<file path="config.mk">
export PLATFORM = sky130hd
export DESIGN_NAME = bus_arbiter
export DESIGN_NICKNAME = d
export VERILOG_FILES = /design/src/rtl/bus_arbiter.sv
export SDC_FILE = /design/constraint.sdc
export NUM_CORES = 1
export LEC_CHECK = 0
export ABC_AREA = 1
export BUFFER_PORTS_ARGS = -buffer_cell sky130_fd_sc_hd__clkbuf_2
export CORE_MARGIN = 10
export CORE_UTILIZATION = 30
export DETAILED_ROUTE_END_ITERATION = 16
export PLACE_DENSITY = 0.59
export SYNTH_ARGS = -nofsm -noshare
export SYNTH_HDL_FRONTEND = slang
export SYNTH_SLANG_ARGS = --single-unit
</file>
<file path="constraint.sdc">
create_clock -name clk -period 2.99 [get_ports clk]
set_clock_uncertainty 0.05 [all_clocks]
set_input_delay 0.299 -clock clk [delete_from_list [all_inputs] [get_ports clk]]
set_output_delay 0.299 -clock clk [all_outputs]
set_load 0.05 [all_outputs]
</file>
<file path="src/rtl/bus_arbiter.sv">
// bus_arbiter: two-master round-robin arbiter with grant watchdog, serial bus mux
// and slave-select decode onto three slave ports.
`default_nettype none

module bus_arbiter #(
   parameter int TIMEOUT_CYC = 1024
) (
   input  logic       clk,
   input  logic       reset,
   input  logic       m1_req,
   input  logic       m2_req,
   output logic       m1_grant,
   output logic       m2_grant,
   input  logic       m1_valid,
   input  logic       m1_addr,
   input  logic       m1_data,
   input  logic       m1_burst,
   input  logic       m1_rd,
   input  logic       m1_wr,
   input  logic [1:0] m1_sel,
   input  logic       m2_valid,
   input  logic       m2_addr,
   input  logic       m2_data,
   input  logic       m2_burst,
   input  logic       m2_rd,
   input  logic       m2_wr,
   input  logic [1:0] m2_sel,
   output logic       bus_addr,
   output logic       bus_data,
   output logic       bus_burst,
   output logic       bus_rd,
   output logic       bus_wr,
   output logic [2:0] slave_valid,
   input  logic [2:0] slave_ready,
   input  logic [2:0] slave_done,
   output logic       m1_ready,
   output logic       m1_done,
   output logic       m2_ready,
   output logic       m2_done,
   output logic       timeout,
   output logic       sel_err
);

   localparam int            CW      = $clog2(TIMEOUT_CYC) + 1;
   localparam logic [CW-1:0] CNT_MAX = CW'(TIMEOUT_CYC - 1);

   typedef enum logic [1:0] {IDLE, GNT1, GNT2, TURN} state_t;

   state_t        state, state_nxt;
   logic [CW-1:0] cnt, cnt_nxt;
   logic          prio, prio_nxt;      // 0: M1 wins a tie, 1: M2 wins a tie
   logic          timeout_nxt;

   always_comb begin
      state_nxt   = state;
      cnt_nxt     = cnt;
      prio_nxt    = prio;
      timeout_nxt = 1'b0;
      case (state)
         IDLE: begin
            if (m1_req && m2_req) state_nxt = prio ? GNT2 : GNT1;
            else if (m1_req)      state_nxt = GNT1;
            else if (m2_req)      state_nxt = GNT2;
         end
         GNT1: begin
            if (!m1_req) begin
               state_nxt = TURN;
               prio_nxt  = 1'b1;
            end else if (cnt == CNT_MAX) begin
               state_nxt   = TURN;
               prio_nxt    = 1'b1;
               timeout_nxt = 1'b1;
            end else begin
               cnt_nxt = cnt + 1'b1;
            end
         end
         GNT2: begin
            if (!m2_req) begin
               state_nxt = TURN;
               prio_nxt  = 1'b0;
            end else if (cnt == CNT_MAX) begin
               state_nxt   = TURN;
               prio_nxt    = 1'b0;
               timeout_nxt = 1'b1;
            end else begin
               cnt_nxt = cnt + 1'b1;
            end
         end
         default: begin
            cnt_nxt   = '0;
            state_nxt = IDLE;
         end
      endcase
   end

   always_ff @(posedge clk or negedge reset) begin
      if (!reset) begin
         state    <= IDLE;
         cnt      <= '0;
         prio     <= 1'b0;
         timeout  <= 1'b0;
         m1_grant <= 1'b0;
         m2_grant <= 1'b0;
      end else begin
         state    <= state_nxt;
         cnt      <= cnt_nxt;
         prio     <= prio_nxt;
         timeout  <= timeout_nxt;
         m1_grant <= (state_nxt == GNT1);
         m2_grant <= (state_nxt == GNT2);
      end
   end

   // Routing is driven purely from the grant flops so a reset clears it at once.
   logic       active, valid_sel, rdy_sel, done_sel;
   logic [1:0] sel;

   always_comb begin
      active      = m1_grant | m2_grant;
      sel         = m1_grant ? m1_sel : m2_sel;
      valid_sel   = m1_grant ? m1_valid : m2_valid;
      bus_addr    = 1'b0;
      bus_data    = 1'b0;
      bus_burst   = 1'b0;
      bus_rd      = 1'b0;
      bus_wr      = 1'b0;
      slave_valid = 3'b000;
      rdy_sel     = 1'b0;
      done_sel    = 1'b0;
      sel_err     = 1'b0;
      if (active) begin
         bus_addr  = m1_grant ? m1_addr  : m2_addr;
         bus_data  = m1_grant ? m1_data  : m2_data;
         bus_burst = m1_grant ? m1_burst : m2_burst;
         bus_rd    = m1_grant ? m1_rd    : m2_rd;
         bus_wr    = m1_grant ? m1_wr    : m2_wr;
         case (sel)
            2'd0: begin
               slave_valid = {2'b00, valid_sel};
               rdy_sel     = slave_ready[0];
               done_sel    = slave_done[0];
            end
            2'd1: begin
               slave_valid = {1'b0, valid_sel, 1'b0};
               rdy_sel     = slave_ready[1];
               done_sel    = slave_done[1];
            end
            2'd2: begin
               slave_valid = {valid_sel, 2'b00};
               rdy_sel     = slave_ready[2];
               done_sel    = slave_done[2];
            end
            default: sel_err = 1'b1;
         endcase
      end
      m1_ready = m1_grant & rdy_sel;
      m1_done  = m1_grant & done_sel;
      m2_ready = m2_grant & rdy_sel;
      m2_done  = m2_grant & done_sel;
   end

endmodule

`default_nettype wire

</file>
Yosys cells after proc, flatten, opt, wreduce, memory -nomap -nowiden
Index checks and enable logic that the tools add are counted.

Bits of input ports: 26. Output and inout bits: 16. Logic and storage cells: 72. Flip-flop bits (word level): 17.

Bitwise logic cells: 6. Equal/unequal tests: 11. Add/sub/neg operators: 1. Mux-type cells: 41. Reductions and logical operators: 7.

Operator list (number): $mux W11 (3); $pmux W11 S3 (1); $mux W1 (22); $mux W2 (8); $add A11 B1 Y11 const B (1); $eq A11 B10 Y1 const B (1); $pmux W3 S3 (1); $eq A2 B1 Y1 const B (3); $eq A2 B2 Y1 const B (3); $ne A3 B3 Y1 const B (2); $pmux W1 S3 (2); $pmux W2 S3 (1); $reduce_and A3 Y1 (2); $and A1 B1 Y1 (4); $logic_not A2 Y1 (2); $ne A2 B2 Y1 const B (2); $pmux W1 S2 (2); $mux W3 (1); $reduce_or A3 Y1 (1); $reduce_bool A2 Y1 (1); $logic_and A1 B1 Y1 (1); $not A1 Y1 (1); $or A1 B1 Y1 (1).

Logic depth before layout (Yosys ltp)
Depth after elaboration: 5. Gate-level depth with buffers: 11. Gate-level depth less buffers: 10.

Least setup slack after synthesis
No wires, ideal clock.

Path kind: register -> output. Start: register m1_grant. End: output slave_valid[0]. Data required time: 2.641 ns. Path buffers: 1. Stages on the path, launching flop included: 6. Arrival time: 2.316 ns. Path slack: 0.325 ns. Cells stage by stage: dfrtp_1 > inv_1 > clkbuf_1 > nand2_1 > o21ai_0 > nor3_1.

Word-level cells in the longest chain between the ends: 4. Elaborated cells on any way between the ends: 8. Those cells by class: eq/ne: 2; mux: 4; bitwise: 1; reduce/logical: 1.

Ends and longest elaborated chain: start, declared (RTL line 12) `output logic m1_grant,`; start signal, assigned (RTL line 109) `m1_grant <= (state_nxt == GNT1);`; $mux W2 (RTL line 120) `sel = m1_grant ? m1_sel : m2_sel;`; $eq A2 B2 Y1, or another cell as far along (RTL line 137) `case (sel)`; $pmux W3 S3 (RTL line 137); $mux W3 (*) (RTL line 131) `if (active) begin`; end, declared (RTL line 33) `output logic [2:0] slave_valid,`.

Every way passes the cells marked *; elsewhere a longest branch is shown, timed or not.

Worst setup path after layout
Start: register m1_grant. End: output m2_ready.

Word-level cells in the longest chain between the ends: 5. Elaborated cells on any way between the ends: 8. Those cells by class: eq/ne: 2; mux: 3; bitwise: 2; reduce/logical: 1.

Ends and longest elaborated chain: $mux W2 (RTL line 120); $eq A2 B2 Y1, or another cell as far along (RTL line 137); $pmux W1 S3 (RTL line 137); $mux W1 (*) (RTL line 131); $and A1 B1 Y1 (*) (RTL line 158) `m2_ready = m2_grant & rdy_sel;`; end, declared (RTL line 38) `output logic m2_ready,`.

Marked as above.

==> impl_metrics.py <==
metrics = {
    "critical_path": {
        "startpoint": "m1_grant",
        "rrSetupSlack_ps": 900,
        "crit_type": "register to output pin",
        "crit_required_ps": 2640,
        "crit_top_cell": "nand2_1",
        "crit_slowest_cell": "dfrtp_1",
        "start_kind": "register",
        "cp_max_fo": 13,
        "reg2reg_to": "cnt[1]",
        "crit_family": "buffers and inverters",
        "critPathArrivalTime_ps": 2090,
        "endpoint_kind": "output pin",
        "crit_chain": "inv_1 > nand2_1 > nand2_1 > inv_1 > nor2_1 > nand2_1 > nand3_1 > nand2_1 > nor2_1 > clkbuf_2",
        "r2r-start": "state[0]",
        "path_buf_inv": 3,
        "r2r_cells": 6,
        "max_stage_delay_ps": 470,
    },
    "floorplan": {
        "start_util_pct": 31.1,
        "ios": 42,
        "fp.dieH_um": 87.4,
        "die_area_um2": 7640,
        "num_rows": 24,
        "die_x_um": 87.4,
        "placeableCoreArea_um2": 4380,
    },
    "layout": {
        "fin_nets": 278,
        "register_area_um2": 425,
        "final_cells": 297,
        "nFillCells": 493,
        "antenna_cells": 0,
        "drive_gt1_share_pct": 23.7,
        "multi_input_area_um2": 795,
        "syn_to_final_growth_pct": 20.7,
    },
    "sta": {
        "layout_worst_path_cycle_share_pct": 81.5,
        "worst_slew_pin_slew_ps": 624,
        "hold_viol": 0,
        "rsz0062_at_grt": "no",
        "worst_slack_ps": 554,
        "max_freq_ghz": 0.411,
        "drv_slew": 0,
        "slew_headroom_pct": 58.3,
        "setup_viol": 0,
        "fin_setup_tns_ps": 0,
        "period_minus_slack_ps": 2440,
    },
    "yosys": {
        "synthTopCellsByArea": "dfrtp_1 31%, nand2_1 18%, nor2_1 9.1%",
        "synth.most_common_cell": "nand2_1",
        "yosysTopAreaCellShare_pct": 31.2,
        "synth-async-reset-ratio_pct": 100,
        "yosysWarningCount": 0,
        "avgSynthCellArea_um2": 6.68,
        "synth_area_um2": 1360,
        "netlist_top_cells_count": "64 x nand2_1, 33 x nor2_1, 25 x inv_1",
        "netlist_instances": 204,
        "yosysTopAreaCell": "dfrtp_1",
        "yosysSeqAreaShare_pct": 31.2,
        "synthesis.nets": 236,
        "synth_edf_count": 0,
        "ys.flop_type": "dfrtp_1",
        "yosysUniqueCellTypes": 22,
        "ys_ff_latch": 17,
    },
    "clock_network": {
        "cts_tree": "built",
        "clock_latency_ps": 250,
        "cts_setup_buffers": 0,
        "cts_made_buffers": 3,
        "path_clk_slew_ps": 70,
        "cts.path.max_buffers": 2,
        "cts-htree-levels": 1,
        "clock-root-buffer": "clkbuf_8",
        "cts.sinks": 17,
    },
    "route": {
        "via_per_inst": 4.53,
        "post-route-drc-count": 0,
        "dr.pass1.iters": 4,
        "drt-total-wl_mm": 3.27,
        "num_vias": 1345,
        "wl_per_cell_um": 11.0,
        "drtAntennaViolNets": 0,
        "first_iter_violations": 67,
    },
    "global_route": {
        "grt_pass1_vias": 1287,
        "grt_max_degree": 21,
        "antenna_found_initial": 0,
        "grtUsageTotal_pct": 8.72,
        "overflow": 0,
        "grt_pass1_wl_mm": 5.60,
    },
    "power_and_ir_drop": {
        "p_per_area_nw_per_um2": 838,
        "power.leakage_nw": 0.897,
        "peakVddDrop_uv": 245,
    },
    "status": {
        "status": "finished, final reports clean",
    },
    "min_path": {
        "holdPathEnd": "timeout",
        "hold_class": "input pin to register",
        "whs_path_depth": 3,
        "hp-start": "m1_req",
    },
    "place": {
        "gp_congestion": 0.815,
        "dp_hpwl_mm": 2.65,
        "io_buffers": 41,
        "dp_slack_ps": 812,
        "dp_cells": 292,
    },
    "job": {
        "maxCapViolCount": 0,
    },
}
## state kept, by name, indices dropped and copies added (netlist names)
register,flops
timeout,1
m2_grant,1
prio,1
cnt,11
state,2
m1_grant,1
## report_power, final
part           total [mW]  switching, mW  internal (mW)
Combinational       0.861          0.636          0.225
Clock               0.174         0.0797         0.0946
Sequential          0.342         0.0623          0.280
Total                1.38          0.778          0.600
## cell families (layout without fill, tap and decap cells)
family / count (synthesis) / in the layout / share of synthesized area [%]
simple gates: 123 / 123 / 38.0
buf+inv: 31 / 72 / 10.5
compound gates: 22 / 22 / 11.6
flops: 17 / 17 / 31.2
fa+ha+maj: 6 / 6 / 5.51
xor+xnor: 5 / 5 / 3.21
## through the flow
step                hold WS, ps  power [mW]  utilization [%]  instance area, um^2
CTS                         344        1.40             37.5                 1640
global route                406        1.51             37.5                 1640
floorplan                 -46.6        1.10                -                 1360
detailed placement          227        1.22             36.2                 1590
finish                      353        1.38             37.5                 1640
global placement            212        1.21             36.2                 1590
## layer usage
layer | wire, um | track usage, %
met1 | 1510 | 10.5
met2 | 1330 | 14.0
met3 | 369 | 2.43
met4 | 58 | 3.91
met5 | 0 | 0
## final cells by class
type	instances	share of cell area [%]
multi-input cells	156	48.3
flip-flops and latches	17	25.9
repair buffers	42	13.1
inverters	26	6.01
well taps	52	3.96
clock buffers	4	2.74
## cell usage in the layout, fill, tap and decap left out
master         instances
dlygate4sd3_1          1
dfrtp_1               17
o21ai_4                1
nor3_1                 4
o21ai_2                9
clkinv_2               1
clkbuf_2              41
nand4_1                2
a21oi_1                5
xor2_1                 5
nor2_4                 1
o21ai_0                6
ha_1                   6
clkbuf_1               1
nor2_1                33
inv_1                 25
nand3_1               16
nand2_2                1
o21bai_1               1
nand3_4                1
nor4_1                 1
clkbuf_8               3
nand2_1               64
## worst register-to-register path, stage by stage, from the launching register on
cell	delay (ps)
dfrtp_1	410
inv_1	110
ha_1	490
inv_1	190
o21ai_4	560
nand2_1	140
o21ai_2	80
## how the worst max path moves through the flow
stage | to | slack, ps | cells past startpoint
floorplan | slave_valid[0] | 330 | 5
global placement | m1_ready | 800 | 10
detailed placement | m1_ready | 810 | 10
CTS | m1_ready | 530 | 10
global route | m1_ready | 350 | 10
finish | m2_ready | 550 | 10
## what timing repair did
item / in CTS / in global routing
hold buffers: 1 / 0
resized for setup: 0 / 0
endpoints found under the hold margin: 17 / 0
Note: power is estimated with default switching activity, not from simulation.
